[src/rtl/sb_arb_pkg.sv]
// Shared types for the sideband TX arbiter: FSM states and source encodings.
package sb_arb_pkg;

  typedef enum logic [1:0] {
    IDLE = 2'd0,
    SEND = 2'd1,
    GAP  = 2'd2
  } arb_state_e;

  localparam logic [1:0] SRC_LT  = 2'd0;
  localparam logic [1:0] SRC_ATR = 2'd1;
  localparam logic [1:0] SRC_ATC = 2'd2;

endpackage

[src/rtl/sb_rsp_timer.sv]
// AT response tracker: outstanding flag plus a saturating wait counter that
// raises a one-cycle timeout pulse unless the response arrives first.
module sb_rsp_timer #(
  parameter int unsigned RSP_TIMEOUT = 1000
) (
  input  logic sb_clk,
  input  logic rst,
  input  logic set_i,
  input  logic clear_i,
  output logic outstanding_o,
  output logic timeout_o
);

  localparam int unsigned   TW     = $clog2(RSP_TIMEOUT + 1);
  localparam logic [TW-1:0] T_LAST = TW'(RSP_TIMEOUT - 1);
  localparam logic [TW-1:0] T_MAX  = TW'(RSP_TIMEOUT);

  logic          out_q, out_d;
  logic [TW-1:0] tmr_q, tmr_d;
  logic          expire;

  always_comb begin
    expire    = out_q && (tmr_q == T_LAST);
    timeout_o = expire && !clear_i;
    out_d     = out_q;
    tmr_d     = tmr_q;
    if (out_q && (tmr_q != T_MAX)) tmr_d = tmr_q + 1'b1;
    // A response on the expiry cycle wins: the flag clears without a pulse.
    if (out_q && (clear_i || expire)) out_d = 1'b0;
    if (set_i) begin
      out_d = 1'b1;
      tmr_d = '0;
    end
  end

  always_ff @(posedge sb_clk or negedge rst) begin
    if (!rst) begin
      out_q <= 1'b0;
      tmr_q <= '0;
    end else begin
      out_q <= out_d;
      tmr_q <= tmr_d;
    end
  end

  assign outstanding_o = out_q;

endmodule

[src/rtl/sb_tx_arbiter.sv]
// Sideband TX arbiter: LT/ATR/ATC share one serializer with an idle gap.
// Define SB_TX_ARB_RR_EN for round-robin between ATR and ATC (LT stays first).
module sb_tx_arbiter
  import sb_arb_pkg::*;
#(
  parameter int unsigned DATA_W      = 64,
  parameter int unsigned IDLE_GAP    = 2,
  parameter int unsigned RSP_TIMEOUT = 1000
) (
  input  logic              sb_clk,
  input  logic              rst,
  input  logic              lane_disable,
  input  logic              lt_req_valid,
  input  logic [DATA_W-1:0] lt_req_data,
  output logic              lt_req_ready,
  input  logic              atr_req_valid,
  input  logic [DATA_W-1:0] atr_req_data,
  output logic              atr_req_ready,
  input  logic              atc_req_valid,
  input  logic [DATA_W-1:0] atc_req_data,
  output logic              atc_req_ready,
  output logic              ser_start,
  output logic [DATA_W-1:0] ser_data,
  output logic [1:0]        ser_src,
  input  logic              ser_done,
  input  logic              at_rsp_rcvd,
  output logic              at_outstanding,
  output logic              at_timeout
);

  localparam int unsigned   GW       = (IDLE_GAP < 2) ? 1 : $clog2(IDLE_GAP);
  localparam logic [GW-1:0] GAP_LOAD = GW'((IDLE_GAP == 0) ? 0 : IDLE_GAP - 1);

  arb_state_e        state_q, state_d;
  logic [GW-1:0]     gap_q, gap_d;
  logic [DATA_W-1:0] data_q, data_d;
  logic [1:0]        src_q, src_d;
  logic              arb_en_q;
  logic              start_q;
  logic              atc_elig;
  logic              win_vld;
  logic [1:0]        win;
  logic [DATA_W-1:0] win_data;
  logic              grant;
  logic              at_set;
`ifdef SB_TX_ARB_RR_EN
  logic              rr_q, rr_d;
`endif

  always_comb begin
    atc_elig = !at_outstanding && !((state_q != IDLE) && (src_q == SRC_ATC));
    win_vld  = 1'b1;
    win      = SRC_LT;
    if (lt_req_valid) win = SRC_LT;
`ifdef SB_TX_ARB_RR_EN
    else if (atr_req_valid && atc_req_valid && atc_elig) win = rr_q ? SRC_ATC : SRC_ATR;
`endif
    else if (atr_req_valid) win = SRC_ATR;
    else if (atc_req_valid && atc_elig) win = SRC_ATC;
    else win_vld = 1'b0;

    case (win)
      SRC_ATR: win_data = atr_req_data;
      SRC_ATC: win_data = atc_req_data;
      default: win_data = lt_req_data;
    endcase
  end

  // The winner is chosen only among valid requesters, so a grant is a handshake.
  assign grant         = (state_q == IDLE) && arb_en_q && !lane_disable && win_vld;
  assign lt_req_ready  = grant && (win == SRC_LT);
  assign atr_req_ready = grant && (win == SRC_ATR);
  assign atc_req_ready = grant && (win == SRC_ATC);

  always_comb begin
    state_d = state_q;
    gap_d   = gap_q;
    data_d  = data_q;
    src_d   = src_q;
    case (state_q)
      IDLE: begin
        if (grant) begin
          state_d = SEND;
          data_d  = win_data;
          src_d   = win;
        end
      end
      SEND: begin
        if (ser_done) begin
          if (IDLE_GAP == 0) begin
            state_d = IDLE;
          end else begin
            state_d = GAP;
            gap_d   = GAP_LOAD;
          end
        end
      end
      GAP: begin
        if (gap_q == '0) state_d = IDLE;
        else             gap_d   = gap_q - 1'b1;
      end
      default: state_d = IDLE;
    endcase
  end

`ifdef SB_TX_ARB_RR_EN
  always_comb begin
    rr_d = rr_q;
    if (grant && (win == SRC_ATR)) rr_d = 1'b1;
    if (grant && (win == SRC_ATC)) rr_d = 1'b0;
  end
`endif

  always_ff @(posedge sb_clk or negedge rst) begin
    if (!rst) begin
      state_q  <= IDLE;
      gap_q    <= '0;
      data_q   <= '0;
      src_q    <= SRC_LT;
      arb_en_q <= 1'b0;
      start_q  <= 1'b0;
`ifdef SB_TX_ARB_RR_EN
      rr_q     <= 1'b0;
`endif
    end else begin
      state_q  <= state_d;
      gap_q    <= gap_d;
      data_q   <= data_d;
      src_q    <= src_d;
      arb_en_q <= 1'b1;
      start_q  <= grant;
`ifdef SB_TX_ARB_RR_EN
      rr_q     <= rr_d;
`endif
    end
  end

  assign at_set = (state_q == SEND) && ser_done && (src_q == SRC_ATC);

  sb_rsp_timer #(
    .RSP_TIMEOUT(RSP_TIMEOUT)
  ) u_rsp_timer (
    .sb_clk       (sb_clk),
    .rst          (rst),
    .set_i        (at_set),
    .clear_i      (at_rsp_rcvd),
    .outstanding_o(at_outstanding),
    .timeout_o    (at_timeout)
  );

  assign ser_start = start_q;
  assign ser_data  = data_q;
  assign ser_src   = src_q;

endmodule

[config.mk]
export PLATFORM = sky130hd
export DESIGN_NAME = sb_tx_arbiter
export DESIGN_NICKNAME = d
export VERILOG_FILES = /design/src/rtl/sb_arb_pkg.sv /design/src/rtl/sb_rsp_timer.sv /design/src/rtl/sb_tx_arbiter.sv
export SDC_FILE = /design/constraint.sdc
export NUM_CORES = 1
export LEC_CHECK = 0
export CORE_MARGIN = 3
export CORE_UTILIZATION = 35
export CTS_BUF_LIST = sky130_fd_sc_hd__clkbuf_4 sky130_fd_sc_hd__clkbuf_8
export CTS_CLUSTER_SIZE = 30
export DETAILED_ROUTE_END_ITERATION = 12
export GPL_ROUTABILITY_DRIVEN = 0
export MAX_ROUTING_LAYER = met4
export PLACE_DENSITY = 0.79
export SYNTH_ARGS = -nofsm -noshare
export SYNTH_HDL_FRONTEND = slang
export SYNTH_SLANG_ARGS = --single-unit
[constraint.sdc]
create_clock -name sb_clk -period 2.3 [get_ports sb_clk]
set_input_delay 0.23 -clock sb_clk [delete_from_list [all_inputs] [get_ports sb_clk]]
set_output_delay 0.23 -clock sb_clk [all_outputs]
set_load 0.05 [all_outputs]
After elaboration in Yosys (flattened, before gate mapping)
Index checks and enable logic that the tools add are counted.
- register bits after elaboration: 82
- bits of input ports: 200
- output and inout port bits: 72
- logic and storage cells: 67
- add/subtract/negate cells: 2
- equal/unequal tests: 10
- mux-type cells: 18
- reduce and logical (&&, ||, !) cells: 29
- operators with widths (kind ; count):
    64-bit case mux with 2 select lines ; 1
    10-bit 2-to-1 mux ; 2
    1-bit logical AND ; 15
    2-bit 2-to-1 mux ; 6
    10-bit by 1-bit adder with 10-bit output (second input constant) ; 1
    10-bit equality test (second input constant) ; 1
    10-bit inequality test (second input constant) ; 1
    2-bit nonzero test ; 4
    1-bit 2-to-1 mux ; 7
    2-bit equality test (second input constant) ; 3
    2-bit inequality test (second input constant) ; 3
    2-bit case mux with 3 select lines ; 1
    2-bit by 1-bit equality test with 1-bit output (second input constant) ; 2
    1-bit zero test ; 4
    2-bit zero test ; 2
    2-bit AND reduction ; 2
    3-bit AND reduction ; 1
    1-bit case mux with 2 select lines ; 1
    1-bit logical OR ; 1
    1-bit subtractor (second input constant) ; 1

Depth between registers and ports, before layout
- word-level depth: 11
- mapped depth: 7
- depth with buffers taken out: 6

Modules after synthesis
Synthesis repeated with hierarchy kept, for this count alone.
- cells, all modules: 330
- area total of the unflattened synthesis: 4431.8 µm²
- by module, submodules not included (module ; instances ; cells an instance ; area an instance (µm²) ; sequential area each (µm²)):
    sb_tx_arbiter ; 1 ; 261 ; 3764.9 ; 1776.7
    sb_rsp_timer ; 1 ; 69 ; 666.9 ; 275.3

Worst setup path after synthesis
No wires, ideal clock.
- path type: register to output
- from: register u_rsp_timer.out_q (netlist: u_rsp_timer.outstanding_o)
- to: output at_timeout
- data arrival time: 2.295 ns
- required time: 2.070 ns
- path slack: -0.225 ns
- cell stages (with the launch flop): 3
- path buffers: 0
- cells stage by stage: dfrtp_1 -> nand2b_1 -> nor4_1
- longest elaborated chain between the ends: 2
- RTL lines (item ; RTL line ; RTL):
    start: declaration ; sb_rsp_timer.sv:18 ; logic out_q, out_d;
    start signal: assignment ; sb_rsp_timer.sv:41 ; out_q <= out_d;
    1-bit logical AND ; sb_rsp_timer.sv:23 ; expire = out_q && (tmr_q == T_LAST);
    1-bit logical AND ; sb_rsp_timer.sv:24 ; timeout_o = expire && !clear_i;
    end: declaration ; sb_tx_arbiter.sv:28 ; output logic at_timeout
No other way between the ends.

Worst setup path in the final report
- from: register state_q[0]
- to: output lt_req_ready
- longest elaborated chain between the ends: 10
- elaborated cells on any way between the ends: 17
- those cells by class: mux: 6; reduce/logical: 11
- RTL lines (item ; RTL line ; RTL):
    start: declaration ; sb_tx_arbiter.sv:34 ; arb_state_e state_q, state_d;
    start signal: assignment ; sb_tx_arbiter.sv:126 ; state_q <= state_d;
    2-bit nonzero test ; sb_tx_arbiter.sv:51 ; atc_elig = !at_outstanding && !((state_q != IDLE) && (src_q == SRC_ATC));
    1-bit logical AND ; sb_tx_arbiter.sv:51 ;
    1-bit zero test ; sb_tx_arbiter.sv:51 ;
    1-bit logical AND ; sb_tx_arbiter.sv:51 ;
    1-bit logical AND ; sb_tx_arbiter.sv:59 ; else if (atc_req_valid && atc_elig) win = SRC_ATC;
    2-bit 2-to-1 mux or 1-bit 2-to-1 mux (tied branches) ; sb_tx_arbiter.sv:59 ;
    2-bit 2-to-1 mux or 1-bit 2-to-1 mux (tied branches) ; sb_tx_arbiter.sv:58 ; else if (atr_req_valid) win = SRC_ATR;
    2-bit 2-to-1 mux or 1-bit 2-to-1 mux (tied branches) ; sb_tx_arbiter.sv:54 ; if (lt_req_valid) win = SRC_LT;
    2-bit zero test or 1-bit logical AND (tied branches) ; sb_tx_arbiter.sv:71, sb_tx_arbiter.sv:70 ;
    1-bit logical AND (*) ; sb_tx_arbiter.sv:71 ; assign lt_req_ready = grant && (win == SRC_LT);
    end: declaration ; sb_tx_arbiter.sv:15 ; output logic lt_req_ready,
Every way passes the cells marked *; elsewhere a longest branch is shown, timed or not.

==> results.toml <==
[cts]
h-tree-depth = 3
cts_buffers = 9
insertion_delay_ns = 0.35
cts.hold.buffers_added = 1
cts_resized = 0
cts_tree = "built"
clockRootBuffer = "clkbuf_8"
cts_setup_buffers = 0
cts_num_sinks = 82
clkSlewWorstSetupHoldPaths_ns = 0.08
clk_path_buf_depth = 2

[logic_synthesis]
avgSynthCellArea_um2 = 10.2
ys_warn_count = 0
synth.cell_area_mm2 = 0.00408
syn_inst = 401
ys_seq_elements = 82
ys_seq_area_share_pct = 50.3
syn_nets = 603
ys_types = 31

[grt]
grt_max_degree = 51
track_usage_pct = 23.8
gr-total-overflow = 0
grt_pass1_vias = 4705
grt_pass1_wl_mm = 23.7
antenna_found_initial = 0

[flow_run]
drv_cap = 0

[layout]
drive_gt1_share_pct = 6.45
fin_area_mm2 = 0.00719
seq_area_mm2 = 0.00205
diodes = 0
areaGrowthSynthToFinish_pct = 76.2
multi_input_area_mm2 = 0.00183
fin_cells = 807
finalNetCount = 864
fillers = 928

[routing]
wirelength_mm = 15.5
routedWlPerCell_um = 19.2
first_pass_iters = 5
num_vias = 4421
postRouteAntennaNets = 0
drtIter0Drc = 222
drcViolationCount = 0
vias_per_cell = 5.48

[worst_setup_path]
path_cells = "nor2_1 > nand2_2 > buf_4 > nor2_1 > buf_12"
setup.worst_path.start_class = "flop"
cp_data_required_time_ns = 2.07
slowest_delay_ns = 0.43
critPathKind = "flop to primary output"
worstPathArrival_ns = 1.96
cp_max_fo = 31
crit_top_cell = "nor2_1"
cp_num_buf_inv = 2
path_delay_family = "simple AND/OR/NAND/NOR gates"
crit_path_end_kind = "primary output"
slowest_stage = "dfrtp_1"

[sta]
grt_setup_unrepaired = "false"
fin_skew_ns = 0.00724
min_period_ns = 2.19
max_slew_margin_pct = 23.3
hold_viol = 0
finalSetupViolCount = 0
worst_pin_slew_ns = 1.15
setup_ws_ns = 0.109
maxSlewViolCount = 0
finalCritPeriodShare_pct = 95.3
tns_ns = 0
max_clock_freq_ghz = 0.456

[floorplanning]
dieArea_mm2 = 0.0130
initial_core_util_pct = 36.7
core_area_mm2 = 0.0111
die_w_um = 114
io_pins = 272
fp.dieH_um = 114
fp-row-count = 38

[place]
place_inst = 790
placed_area_mm2 = 0.00699
dp_hpwl_mm = 11.8
port_buffers = 271
dp_worst_setup_slack_ns = 0.0341

[worst_hold_path]
hold_path.class = "input port to async pin"

[power_and_ir_drop]
p_per_area_mw_per_mm2 = 1190
vdd_drop_max_v = 0.000723
leakagePower_nw = 2.92

[outcome]
status = "finished clean"
[through the flow]
step | utilization [%] | total power (W) | hold WS, ns
global route | 64.6 | 0.00894 | 0.413
detailed placement | 62.8 | 0.00759 | 0.222
global placement | 62.8 | 0.00750 | 0.223
finish | 64.6 | 0.00856 | 0.379
CTS | 64.6 | 0.00861 | 0.384
floorplan | - | 0.00559 | -0.0656
[state kept, by name (all words and copies together), names as in the netlist]
signal,flops
state_q,2
gap_q,1
ser_data,64
u_rsp_timer.outstanding_o,1
arb_en_q,1
ser_src,2
ser_start,1
u_rsp_timer.tmr_q,10
[cell families (layout without fill, tap and decap cells)]
kind of cell	after synthesis	after routing	synth area share, %
multiplexers	1	1	0.245
other	1	1	0.0920
flip-flops	82	82	50.3
AO/OA/AOI/OAI	154	154	30.3
AND/OR/NAND/NOR	108	108	11.3
buffers and inverters	45	311	5.37
adder cells (fa/ha/maj)	2	2	0.614
XOR/XNOR	8	8	1.72
[worst reg2reg max path: stages (launching register included)]
cell	delay, ns
dfrtp_1	0.47
nor2b_1	0.35
o311a_4	0.27
and3_4	0.33
buf_12	0.21
a221o_1	0.17
[synth_stat cells (all sizes together)]
master	number	area (um2)
nand2	22	82.6
conb	1	3.75
nand4	3	18.8
xnor2	6	52.6
and2	1	6.26
nand4b	2	17.5
inv	8	30.0
nor3	5	25.0
buf	10	87.6
xor2	2	17.5
a221oi	14	123
nor2b	4	25.0
o21ai	33	165
a21oi	1	5.00
nand3	2	10.0
nor4	2	12.5
a21o	2	15.0
and3	1	11.3
o31ai	1	7.51
nor2	64	240
o311ai	1	16.3
dfrtp	82	2050
o21bai	1	7.51
a221o	50	500
clkbuf	27	101
a22oi	50	375
ha	2	25.0
nand2b	2	12.5
mux2i	1	10.0
o311a	1	21.3
[cell type report]
cell class                      instances  share of cell area (%)
Timing Repair Buffer                  287                    40.4
Sequential cell                        82                    28.6
Multi-Input combinational cell        274                    25.5
Clock buffer                           14                    2.51
Tap cell                              140                    2.44
Inverter                                8                   0.418
Clock inverter                          2                   0.139
[layout by cell type, fill, tap and decap left out, types with 2 or more instances in the layout]
cell	Yosys	routed
inv_1	8	8
nand4_1	3	3
a221oi_1	14	14
nor2_1	64	64
nor2b_1	4	3
clkbuf_4	0	2
xor2_1	2	2
clkdlybuf4s50_1	0	265
nand3_1	2	2
clkinv_2	0	2
buf_4	0	13
a21o_1	2	2
nor3_1	5	5
xnor2_1	6	6
nand4b_1	2	2
dfrtp_1	82	82
a221o_1	50	50
nand2_1	22	21
clkbuf_8	0	12
ha_1	2	2
buf_12	0	7
a22oi_1	50	50
o21ai_0	33	33
nand2b_1	2	2
[routing by layer]
| layer | vias to the layer above | part of all wire (%) | global-route usage, % | routed length, um |
|---|---|---|---|---|
| li1 | 2052 | - | - | - |
| met3 | 43 | 6.2 | 4.83 | 961 |
| met1 | 2142 | 38 | 27.2 | 5900 |
| met2 | 184 | 52 | 40.5 | 8110 |
| met4 | 0 | 3.5 | 10.3 | 538 |
| met5 | - | 0 | - | 0 |
[power by group]
part | internal, W | switching, W
Sequential | 0.00213 | 0.000479
Clock | 0.000503 | 0.000500
Combinational | 0.00189 | 0.00306
Total | 0.00453 | 0.00404
[worst paths after layout]
| kind | from | to | slack [ns] | depth (start not counted) |
|---|---|---|---|---|
| setup / recovery | state_q[0]$_DFFE_PN0P_ | lt_req_ready | 0.11 | 5 |
| hold / removal | rst | ser_data[39]$_DFFE_PN0P_ | 0.38 | 2 |
| setup reg to reg | u_rsp_timer.outstanding_o$_DFFE_PN0P_ | ser_data[26]$_DFFE_PN0P_ | 0.43 | 5 |
| hold reg to reg | ser_data[21]$_DFFE_PN0P_ | ser_data[21]$_DFFE_PN0P_ | 0.48 | 2 |
| max in group asynchronous | rst | ser_data[2]$_DFFE_PN0P_ | 1.29 | 3 |
| min in group sb_clk | ser_data[21]$_DFFE_PN0P_ | ser_data[21]$_DFFE_PN0P_ | 0.48 | 2 |
Power figures use the tool's default switching activity.
